--- src/rtl/bus_ctl_pkg.sv ---
// bus_ctl_pkg: opcodes, FSM state encoding and default bus width shared by
// the bus controller and its decoder.
// Optional feature macro: BUS_CTL_SWAP_EN (makes opcode 101 a legal SWAP).
package bus_ctl_pkg;

  localparam int BUS_W_DEFAULT = 4;

  localparam logic [2:0] OP_NOP    = 3'b000;
  localparam logic [2:0] OP_LDI_R0 = 3'b001;
  localparam logic [2:0] OP_LDI_R1 = 3'b010;
  localparam logic [2:0] OP_MOV_01 = 3'b011;
  localparam logic [2:0] OP_MOV_10 = 3'b100;
  localparam logic [2:0] OP_SWAP   = 3'b101;

  typedef enum logic [2:0] {
    ST_IDLE = 3'd0,
    ST_EX1  = 3'd1,
    ST_EX2  = 3'd2,
    ST_EX3  = 3'd3,
    ST_DONE = 3'd4
  } state_t;

  // True for opcodes this build can execute; everything else reports err.
  function automatic logic op_legal(input logic [2:0] op);
    logic legal;
    case (op)
      OP_NOP, OP_LDI_R0, OP_LDI_R1, OP_MOV_01, OP_MOV_10: legal = 1'b1;
`ifdef BUS_CTL_SWAP_EN
      OP_SWAP: legal = 1'b1;
`endif
      default: legal = 1'b0;
    endcase
    return legal;
  endfunction

endpackage

--- src/rtl/bus_ctl_decode.sv ---
// bus_ctl_decode: pure combinational map from (state, op) to the register
// load/drive enables, the external driver enable and the tmp capture strobe.
// Optional feature macro: BUS_CTL_SWAP_EN (adds the three SWAP steps).
module bus_ctl_decode
  import bus_ctl_pkg::*;
(
  input  logic [2:0] state,
  input  logic [2:0] op,
  output logic       r0_in,
  output logic       r1_in,
  output logic       r0_out,
  output logic       r1_out,
  output logic       ext_oe,
  output logic       tmp_cap
);

  // Decode the control lines for the step the FSM is (about to be) in.
  always_comb begin
    r0_in   = 1'b0;
    r1_in   = 1'b0;
    r0_out  = 1'b0;
    r1_out  = 1'b0;
    ext_oe  = 1'b0;
    tmp_cap = 1'b0;
    case (state)
      ST_EX1: begin
        case (op)
          OP_LDI_R0: begin r0_in  = 1'b1; ext_oe = 1'b1; end
          OP_LDI_R1: begin r1_in  = 1'b1; ext_oe = 1'b1; end
          OP_MOV_01: begin r0_out = 1'b1; r1_in  = 1'b1; end
          OP_MOV_10: begin r1_out = 1'b1; r0_in  = 1'b1; end
`ifdef BUS_CTL_SWAP_EN
          OP_SWAP:   begin r0_out = 1'b1; tmp_cap = 1'b1; end
`endif
          default: ;
        endcase
      end
`ifdef BUS_CTL_SWAP_EN
      ST_EX2: begin
        case (op)
          OP_SWAP: begin r1_out = 1'b1; r0_in = 1'b1; end
          default: ;
        endcase
      end
      ST_EX3: begin
        case (op)
          OP_SWAP: begin ext_oe = 1'b1; r1_in = 1'b1; end
          default: ;
        endcase
      end
`endif
      default: ;
    endcase
  end

endmodule

--- src/rtl/bus_controller.sv ---
// bus_controller: sequences two registers and an external driver on a shared
// tri-state bus. All outputs are flops loaded from the decode of the next
// state, so each control line is glitch-free for its whole step.
// Optional feature macro: BUS_CTL_SWAP_EN (SWAP opcode, tmp register, EX2/EX3).
module bus_controller
  import bus_ctl_pkg::*;
#(
  parameter int BUS_W = BUS_W_DEFAULT
) (
  input  logic             clk,
  input  logic             rst,
  input  logic             start,
  input  logic [2:0]       op,
  input  logic [BUS_W-1:0] imm,
  input  logic [BUS_W-1:0] bus,
  output logic             R0in,
  output logic             R1in,
  output logic             R0out,
  output logic             R1out,
  output logic             ext_oe,
  output logic [BUS_W-1:0] ext_data,
  output logic             busy,
  output logic             done,
  output logic             err
);

  state_t           state_q, state_d;
  logic [2:0]       op_q, op_d;
  logic [BUS_W-1:0] imm_q, imm_d;
  logic [BUS_W-1:0] ext_data_d;
  logic             busy_d, done_d, err_d;

  logic dec_r0_in, dec_r1_in, dec_r0_out, dec_r1_out, dec_ext_oe, dec_tmp_cap;

`ifdef BUS_CTL_SWAP_EN
  logic [BUS_W-1:0] tmp_q, tmp_d;
  logic             tmp_cap_q;
`else
  logic bus_unused;
  assign bus_unused = ^{bus, dec_tmp_cap};
`endif

  // Control lines are decoded from the next state so they register in step.
  bus_ctl_decode u_decode (
    .state   (state_d),
    .op      (op_d),
    .r0_in   (dec_r0_in),
    .r1_in   (dec_r1_in),
    .r0_out  (dec_r0_out),
    .r1_out  (dec_r1_out),
    .ext_oe  (dec_ext_oe),
    .tmp_cap (dec_tmp_cap)
  );

  // Next-state, command latch and next-output computation.
  always_comb begin
    state_d = state_q;
    op_d    = op_q;
    imm_d   = imm_q;
    case (state_q)
      ST_IDLE: begin
        if (start) begin
          op_d  = op;
          imm_d = imm;
          if (op_legal(op) && (op != OP_NOP)) begin
            state_d = ST_EX1;
          end else begin
            state_d = ST_DONE;
          end
        end else begin
          state_d = ST_IDLE;
        end
      end
      ST_EX1: begin
`ifdef BUS_CTL_SWAP_EN
        if (op_q == OP_SWAP) begin
          state_d = ST_EX2;
        end else begin
          state_d = ST_DONE;
        end
`else
        state_d = ST_DONE;
`endif
      end
`ifdef BUS_CTL_SWAP_EN
      ST_EX2:  state_d = ST_EX3;
      ST_EX3:  state_d = ST_DONE;
`endif
      ST_DONE: state_d = ST_IDLE;
      default: state_d = ST_IDLE;
    endcase

    busy_d = (state_d != ST_IDLE);
    done_d = (state_d == ST_DONE);
    err_d  = done_d && !op_legal(op_d);

    // The external driver carries imm for LDI and tmp for the SWAP write-back.
    ext_data_d = '0;
    if (dec_ext_oe) begin
`ifdef BUS_CTL_SWAP_EN
      if (state_d == ST_EX3) begin
        ext_data_d = tmp_q;
      end else begin
        ext_data_d = imm_d;
      end
`else
      ext_data_d = imm_d;
`endif
    end else begin
      ext_data_d = '0;
    end

`ifdef BUS_CTL_SWAP_EN
    // tmp samples the bus during the step in which R0 is driving it.
    if (tmp_cap_q) begin
      tmp_d = bus;
    end else begin
      tmp_d = tmp_q;
    end
`endif
  end

  // FSM state, command latch and registered outputs; reset abandons any transfer.
  always_ff @(posedge clk or posedge rst) begin
    if (rst) begin
      state_q   <= ST_IDLE;
      op_q      <= 3'b000;
      imm_q     <= '0;
      R0in      <= 1'b0;
      R1in      <= 1'b0;
      R0out     <= 1'b0;
      R1out     <= 1'b0;
      ext_oe    <= 1'b0;
      ext_data  <= '0;
      busy      <= 1'b0;
      done      <= 1'b0;
      err       <= 1'b0;
`ifdef BUS_CTL_SWAP_EN
      tmp_q     <= '0;
      tmp_cap_q <= 1'b0;
`endif
    end else begin
      state_q   <= state_d;
      op_q      <= op_d;
      imm_q     <= imm_d;
      R0in      <= dec_r0_in;
      R1in      <= dec_r1_in;
      R0out     <= dec_r0_out;
      R1out     <= dec_r1_out;
      ext_oe    <= dec_ext_oe;
      ext_data  <= ext_data_d;
      busy      <= busy_d;
      done      <= done_d;
      err       <= err_d;
`ifdef BUS_CTL_SWAP_EN
      tmp_q     <= tmp_d;
      tmp_cap_q <= dec_tmp_cap;
`endif
    end
  end

endmodule

--- config.mk ---
export PLATFORM = sky130hd
export DESIGN_NAME = bus_controller
export DESIGN_NICKNAME = d
export VERILOG_FILES = /design/src/rtl/bus_ctl_pkg.sv /design/src/rtl/bus_ctl_decode.sv /design/src/rtl/bus_controller.sv
export SDC_FILE = /design/constraint.sdc
export NUM_CORES = 1
export LEC_CHECK = 0
export ABC_AREA = 1
export CAP_MARGIN = 30
export CELL_PAD_IN_SITES_DETAIL_PLACEMENT = 1
export CELL_PAD_IN_SITES_GLOBAL_PLACEMENT = 1
export CORE_ASPECT_RATIO = 0.9
export CORE_MARGIN = 8
export CORE_UTILIZATION = 35
export CTS_BUF_LIST = sky130_fd_sc_hd__clkbuf_8
export CTS_CLUSTER_DIAMETER = 40
export DETAILED_ROUTE_END_ITERATION = 12
export GPL_TIMING_DRIVEN = 0
export PLACE_DENSITY = 0.77
export SYNTH_ARGS = -nofsm -noshare
export SYNTH_HDL_FRONTEND = slang
export SYNTH_HIERARCHICAL = 1
export SYNTH_SLANG_ARGS = --single-unit
--- constraint.sdc ---
create_clock -name clk -period 1.8 [get_ports clk]
set_input_delay 0.54 -clock clk [delete_from_list [all_inputs] [get_ports clk]]
set_output_delay 0.54 -clock clk [all_outputs]
set_load 0.005 [all_outputs]
Word-level counts from Yosys, hierarchy flattened
Cells that the tools add are included.
Widths: inputs -> output; s select.
{ "totals": {"ff_bits": 22, "latch_bits": 0, "mem_bits_rw": 0, "rom_bits": 0, "wordCells": 58, "n_memories": 0} }
{ "op_classes": {"addsub": 0, "multipliers": 0, "n_div": 0, "order_cmp": 0, "n_eq_ne": 11, "n_shift": 0, "n_mux": 22, "bitwise": 0, "n_reduce_logical": 13} }
{ "ops": {"columns": ["operator", "n"], "rows": [
  ["$mux 1", 14],
  ["$eq 3x1->1 const B", 4],
  ["$eq 3x2->1 const B", 4],
  ["$mux 3", 4],
  ["$mux 4", 3],
  ["$reduce_or 5->1", 2],
  ["$eq 3x3->1 const B", 3],
  ["$logic_not 3->1", 3],
  ["$pmux 3 s2", 1],
  ["$reduce_bool 3->1", 2],
  ["$reduce_or 2->1", 3],
  ["$logic_and 1x1->1", 2],
  ["$logic_not 1->1", 1]
]} }

Longest topological paths before layout
{ "depth": {"word_depth": 12, "mapped_depth": 11, "mapped_depth_nobuf": 11} }

Modules after synthesis
The synthesis kept the hierarchy.
{ "modules_own_cells": {"columns": ["mod", "n_inst", "cells_each", "area_per_inst_um2", "seq_area_each_um2"], "rows": [
  ["bus_controller", 1, 69, 752.0, 525.5],
  ["bus_ctl_decode", 1, 20, 107.6, 0.0]
]} }

Worst setup path before layout
OpenSTA, ideal clock, no wires.
{ "synth_timing": {"path_type": "input -> register", "from": "input start", "to": "register ext_data[0]", "arrival_ps": 1383, "t_required_ps": 1729, "setup_slack_ps": 346, "stages": 8, "path_buffers": 0, "cell_sequence": "inv_1 nor2_4 nand2_4 nor2_1 nand3_4 nor2_1 inv_1 nor2_1"} }
{ "synth_lines": {"columns": ["item", "line_no", "rtl"], "rows": [
  ["start: declaration", "bus_controller.sv:12", "input logic start,"],
  ["$mux 3", "bus_controller.sv:62", "if (start) begin"],
  ["$pmux 3 s2", "bus_controller.sv:60", "case (state_q)"],
  ["net state_d[0]", "bus_controller.sv:27", "state_t state_q, state_d;"],
  ["$eq 3x1->1", "bus_ctl_decode.sv:25", "case (state)"],
  ["$mux 1", "bus_ctl_decode.sv:25", null],
  ["net dec_ext_oe", "bus_controller.sv:33", "logic dec_r0_in, dec_r1_in, dec_r0_out, dec_r1_out, dec_ext_oe, dec_tmp_cap;"],
  ["$mux 4", "bus_controller.sv:99", "if (dec_ext_oe) begin"],
  ["net ext_data_d[0]", "bus_controller.sv:30", "logic [BUS_W-1:0] ext_data_d;"],
  ["end signal: assignment", "bus_controller.sv:151", "ext_data <= ext_data_d;"],
  ["end: declaration", "bus_controller.sv:21", "output logic [BUS_W-1:0] ext_data,"]
]} }
The timed path passes the listed nets, and every way through them passes these cells.

Worst setup path after layout
{ "layout_timing": {"from": "input op[2]", "to": "register ext_data[2]"} }
{ "layout_between": {"elab_chain_len": 12} }
{ "layout_lines": {"columns": ["item", "line_no", "rtl"], "rows": [
  ["start: declaration", "bus_controller.sv:13", "input logic [2:0] op,"],
  ["$eq 3x1->1, or another cell as far along", "bus_ctl_pkg.sv:26", "case (op)"],
  ["$reduce_or 5->1", "bus_ctl_pkg.sv:26", null],
  ["$mux 1", "bus_ctl_pkg.sv:26", null],
  ["$mux 1", "bus_controller.sv:62", null],
  ["$mux 1", "bus_controller.sv:60", null],
  ["$logic_and 1x1->1 (*)", "bus_controller.sv:65", "if (op_legal(op) && (op != OP_NOP)) begin"],
  ["$mux 3 (*)", "bus_controller.sv:65", null],
  ["$mux 3 (*)", "bus_controller.sv:62", null],
  ["$pmux 3 s2 (*)", "bus_controller.sv:60", null],
  ["net state_d[2]", "bus_controller.sv:27", null],
  ["$eq 3x1->1 (*)", "bus_ctl_decode.sv:25", null],
  ["$mux 1 (*)", "bus_ctl_decode.sv:25", null],
  ["net dec_ext_oe", "bus_controller.sv:33", null],
  ["$mux 4 (*)", "bus_controller.sv:99", null],
  ["net ext_data_d[2]", "bus_controller.sv:30", null]
]} }
Mark *: on every way through the listed nets, which the timed path passes. The rest lies on a longest branch. The select of a mux whose other input is x is not followed.

==> reports/results.tsv <==
stage	metric	value	unit
floorplanning	boundary pin count	26	
grt	global router's overall resource usage	0.104	
drt	DRC violations left	0	
critical_path	CP cell instances	clkdlybuf4s50_1 -> inv_2 -> nand2_1 -> nand2_2 -> nand2_2 -> nand2_2 -> inv_2 -> nand3_4 -> nor2_4 -> inv_2 -> nor2_1	
placement	global placement routability congestion	0.695	
min_path	WHS Endpoint	op_q[1]$_DFF_PP0_	
min_path	worst min-delay path class	reg2reg	
timing	Achievable Freq	0.600	GHz
floorplanning	core box area	2380	um2
placement	number of buffers added on ports	21	
cts	Max Buffers Root-to-Sink	2	
timing	portion of the clock cycle consumed by the worst path in the final layout	0.926	
timing	Pins Over Slew Limit	0	
timing	final clock skew	0.000907	ns
power_and_ir_drop	total power of the final layout	1.14	mW
min_path	worst hold start	op_q[1]$_DFF_PP0_	
drt	ANT nets after route	0	
drt	Avg WL per Cell	13.8	um
placement	Post-Place Worst Slack	-0.496	ns
yosys	Syn Inst Count	87	
timing	Final WS setup	0.133	ns
grt	via count of the first global-routing pass	752	
finish	top library cells by usage in the layout, fill and taps aside	dfrtp_1, clkdlybuf4s50_1, nand2_1	
floorplanning	die height	62.7	um
grt	maximum number of pins on one net before global-route repair	22	
timing	RSZ-0062 raised after global routing	no	
critical_path	Crit Path Max Fanout	4	
drt	Via Count	648	
drt	detailed-route vias per instance	4.47	
finish	Post-Route Utilization	0.508	
timing	final worst path period need	1.67	ns
floorplanning	chip width	67.9	um
yosys	synthesized cell area	848	um2
critical_path	start of the worst register-to-register path	state_q[2]$_DFF_PP0_	
timing	final total negative setup slack	0	ns
critical_path	category of the worst setup path capture point	register	
critical_path	Max stage delay cell, worst path	clkdlybuf4s50_1	
power_and_ir_drop	worst ir drop on vdd	0.000515	V
timing	number of setup violations in the final report	0	
cts	number of buffers added by the clock tree synthesis step	3	
critical_path	Worst R2R Setup Slack	0.27	ns
timing	transition time at the pin with the least slew margin	0.777	ns
critical_path	start-to-end type of the worst setup path	in2reg	
finish	multi-input gate area in the final layout	299	um2
yosys	nets in the synthesized netlist	101	
finish	footprint of the flip-flops and latches	526	um2
grt	grt ovf	0	
cts	CTS tree	yes	
critical_path	kind of cell adding the most delay to the critical path	buffers and inverters	
finish	number of diodes	0	
grt	antenna violations before repair	0	
critical_path	worst reg2reg path endpoint	ext_data[2]$_DFF_PP0_	
critical_path	CP Launch Type	input port	
finish	area overhead of the layout relative to synthesis	42.8	%
drt	number of optimization iterations in the first detailed-route pass	3	
cts	clock tree root driver cell	clkbuf_8	
critical_path	maximum single-stage delay on the critical path	0.49	ns
power_and_ir_drop	Static Leakage	0.575	nW
cts	clock edge transition at the registers on the reported setup and hold paths	0.08	ns
yosys	Avg Cell Area, Syn	9.75	um2
floorplanning	starting density of the core	0.356	
cts	number of H-tree levels	1	
yosys	Synth warnings	6	
critical_path	buffers plus inverters on the worst setup path	4	
placement	placed wire-length estimate	1480	um
critical_path	Arr. time, crit path	1.86	ns
timing	tightest hold margin	0.523	ns
run_status	status	complete, no violations	
cts	hold buffer count at cts	0	
finish	count of fill cells added during filler insertion	286	
finish	Layout Nets	132	
job	reported max-cap violation count	0	
grt	global-route wire length before repair	3350	um
floorplanning	Total Die Area	4260	um2
min_path	Hold Path Stages	2	
cts	clock network latency to the later pin of the worst-skew pair	0.26	ns
power_and_ir_drop	power per cell area	937	nW/um2
timing	Max transition margin	0.482	
drt	number of design-rule violations left by the first detailed-router iteration	4	
critical_path	number of cells on the worst reg-to-reg path	11	
finish	commonest non-fill, non-tap cell in the layout	dfrtp_1	
drt	Routed Wire Length	2000	um
cts	sink count of the clock tree	21	
finish	share of post-route cells with drive strength above 1	0.274	
floorplanning	row count	17	
timing	final hold viol count	0	
critical_path	data required time at the worst endpoint	1.99	ns
==> worst max path at each step <==
stage                     start                     to  slack, ns  depth (start not counted)
after floorplan           start  ext_data[0]$_DFF_PP0_       0.35                          8
after global placement    start  ext_data[0]$_DFF_PP0_      -0.39                          9
after detailed placement  start  ext_data[2]$_DFF_PP0_      -0.50                         11
after CTS                 op[0]  ext_data[2]$_DFF_PP0_      0.005                         10
after global routing      op[2]  ext_data[0]$_DFF_PP0_      0.004                         11
final                     op[2]  ext_data[2]$_DFF_PP0_       0.13                         11
==> per-layer routing <==
layer  track usage  vias up  wire, um
li1              -      316         -
met1         0.108      317       757
met2         0.183       15      1070
met3        0.0412        0       172
met4        0.0307        0         0
met5             0        -         0
==> cell type report <==
| class | count | share of cell area |
|---|---|---|
| Tap cell | 28 | 0.0289 |
| Clock buffer | 3 | 0.0341 |
| Multi-Input combinational cell | 51 | 0.247 |
| Clock inverter | 1 | 0.00413 |
| Sequential cell | 21 | 0.434 |
| Inverter | 15 | 0.0465 |
| Timing Repair Buffer | 26 | 0.206 |
==> flip-flops by register name (all words and copies together), names as in the netlist <==
register,cells
state_q,2
done,1
ext_data,4
R1out,1
op_q,3
err,1
imm_q,4
R0out,1
R0in,1
R1in,1
ext_oe,1
busy,1
==> where the power goes <==
part           internal, mW  switching (mW)
Combinational         0.116           0.168
Clock                 0.154           0.151
Sequential            0.526          0.0200
==> repair_timing <==
action / in CTS / in global routing
resized for setup: 9 / 6
setup buffers: 3 / 2
setup endpoints to repair: 5 / 7
pin swaps: 3 / 3
==> worst register-to-register path: stages, from the launching register on <==
cell and delay (ns):
dfrtp_1 0.42, inv_2 0.08, nand2_2 0.07, nor2_4 0.14, nand2_1 0.08, nand2_2 0.12, inv_1 0.07, nand2_2 0.08
nand3_1 0.11, nor2_4 0.13, inv_2 0.06, nor2_1 0.11
==> per-stage QoR <==
stage	std cells	cell area [um2]
global placement	136	1090
finish	145	1210
global route	145	1210
floorplan	87	848
CTS	143	1190
detailed placement	136	1090
No activity file was read; power rests on OpenSTA's default activity.
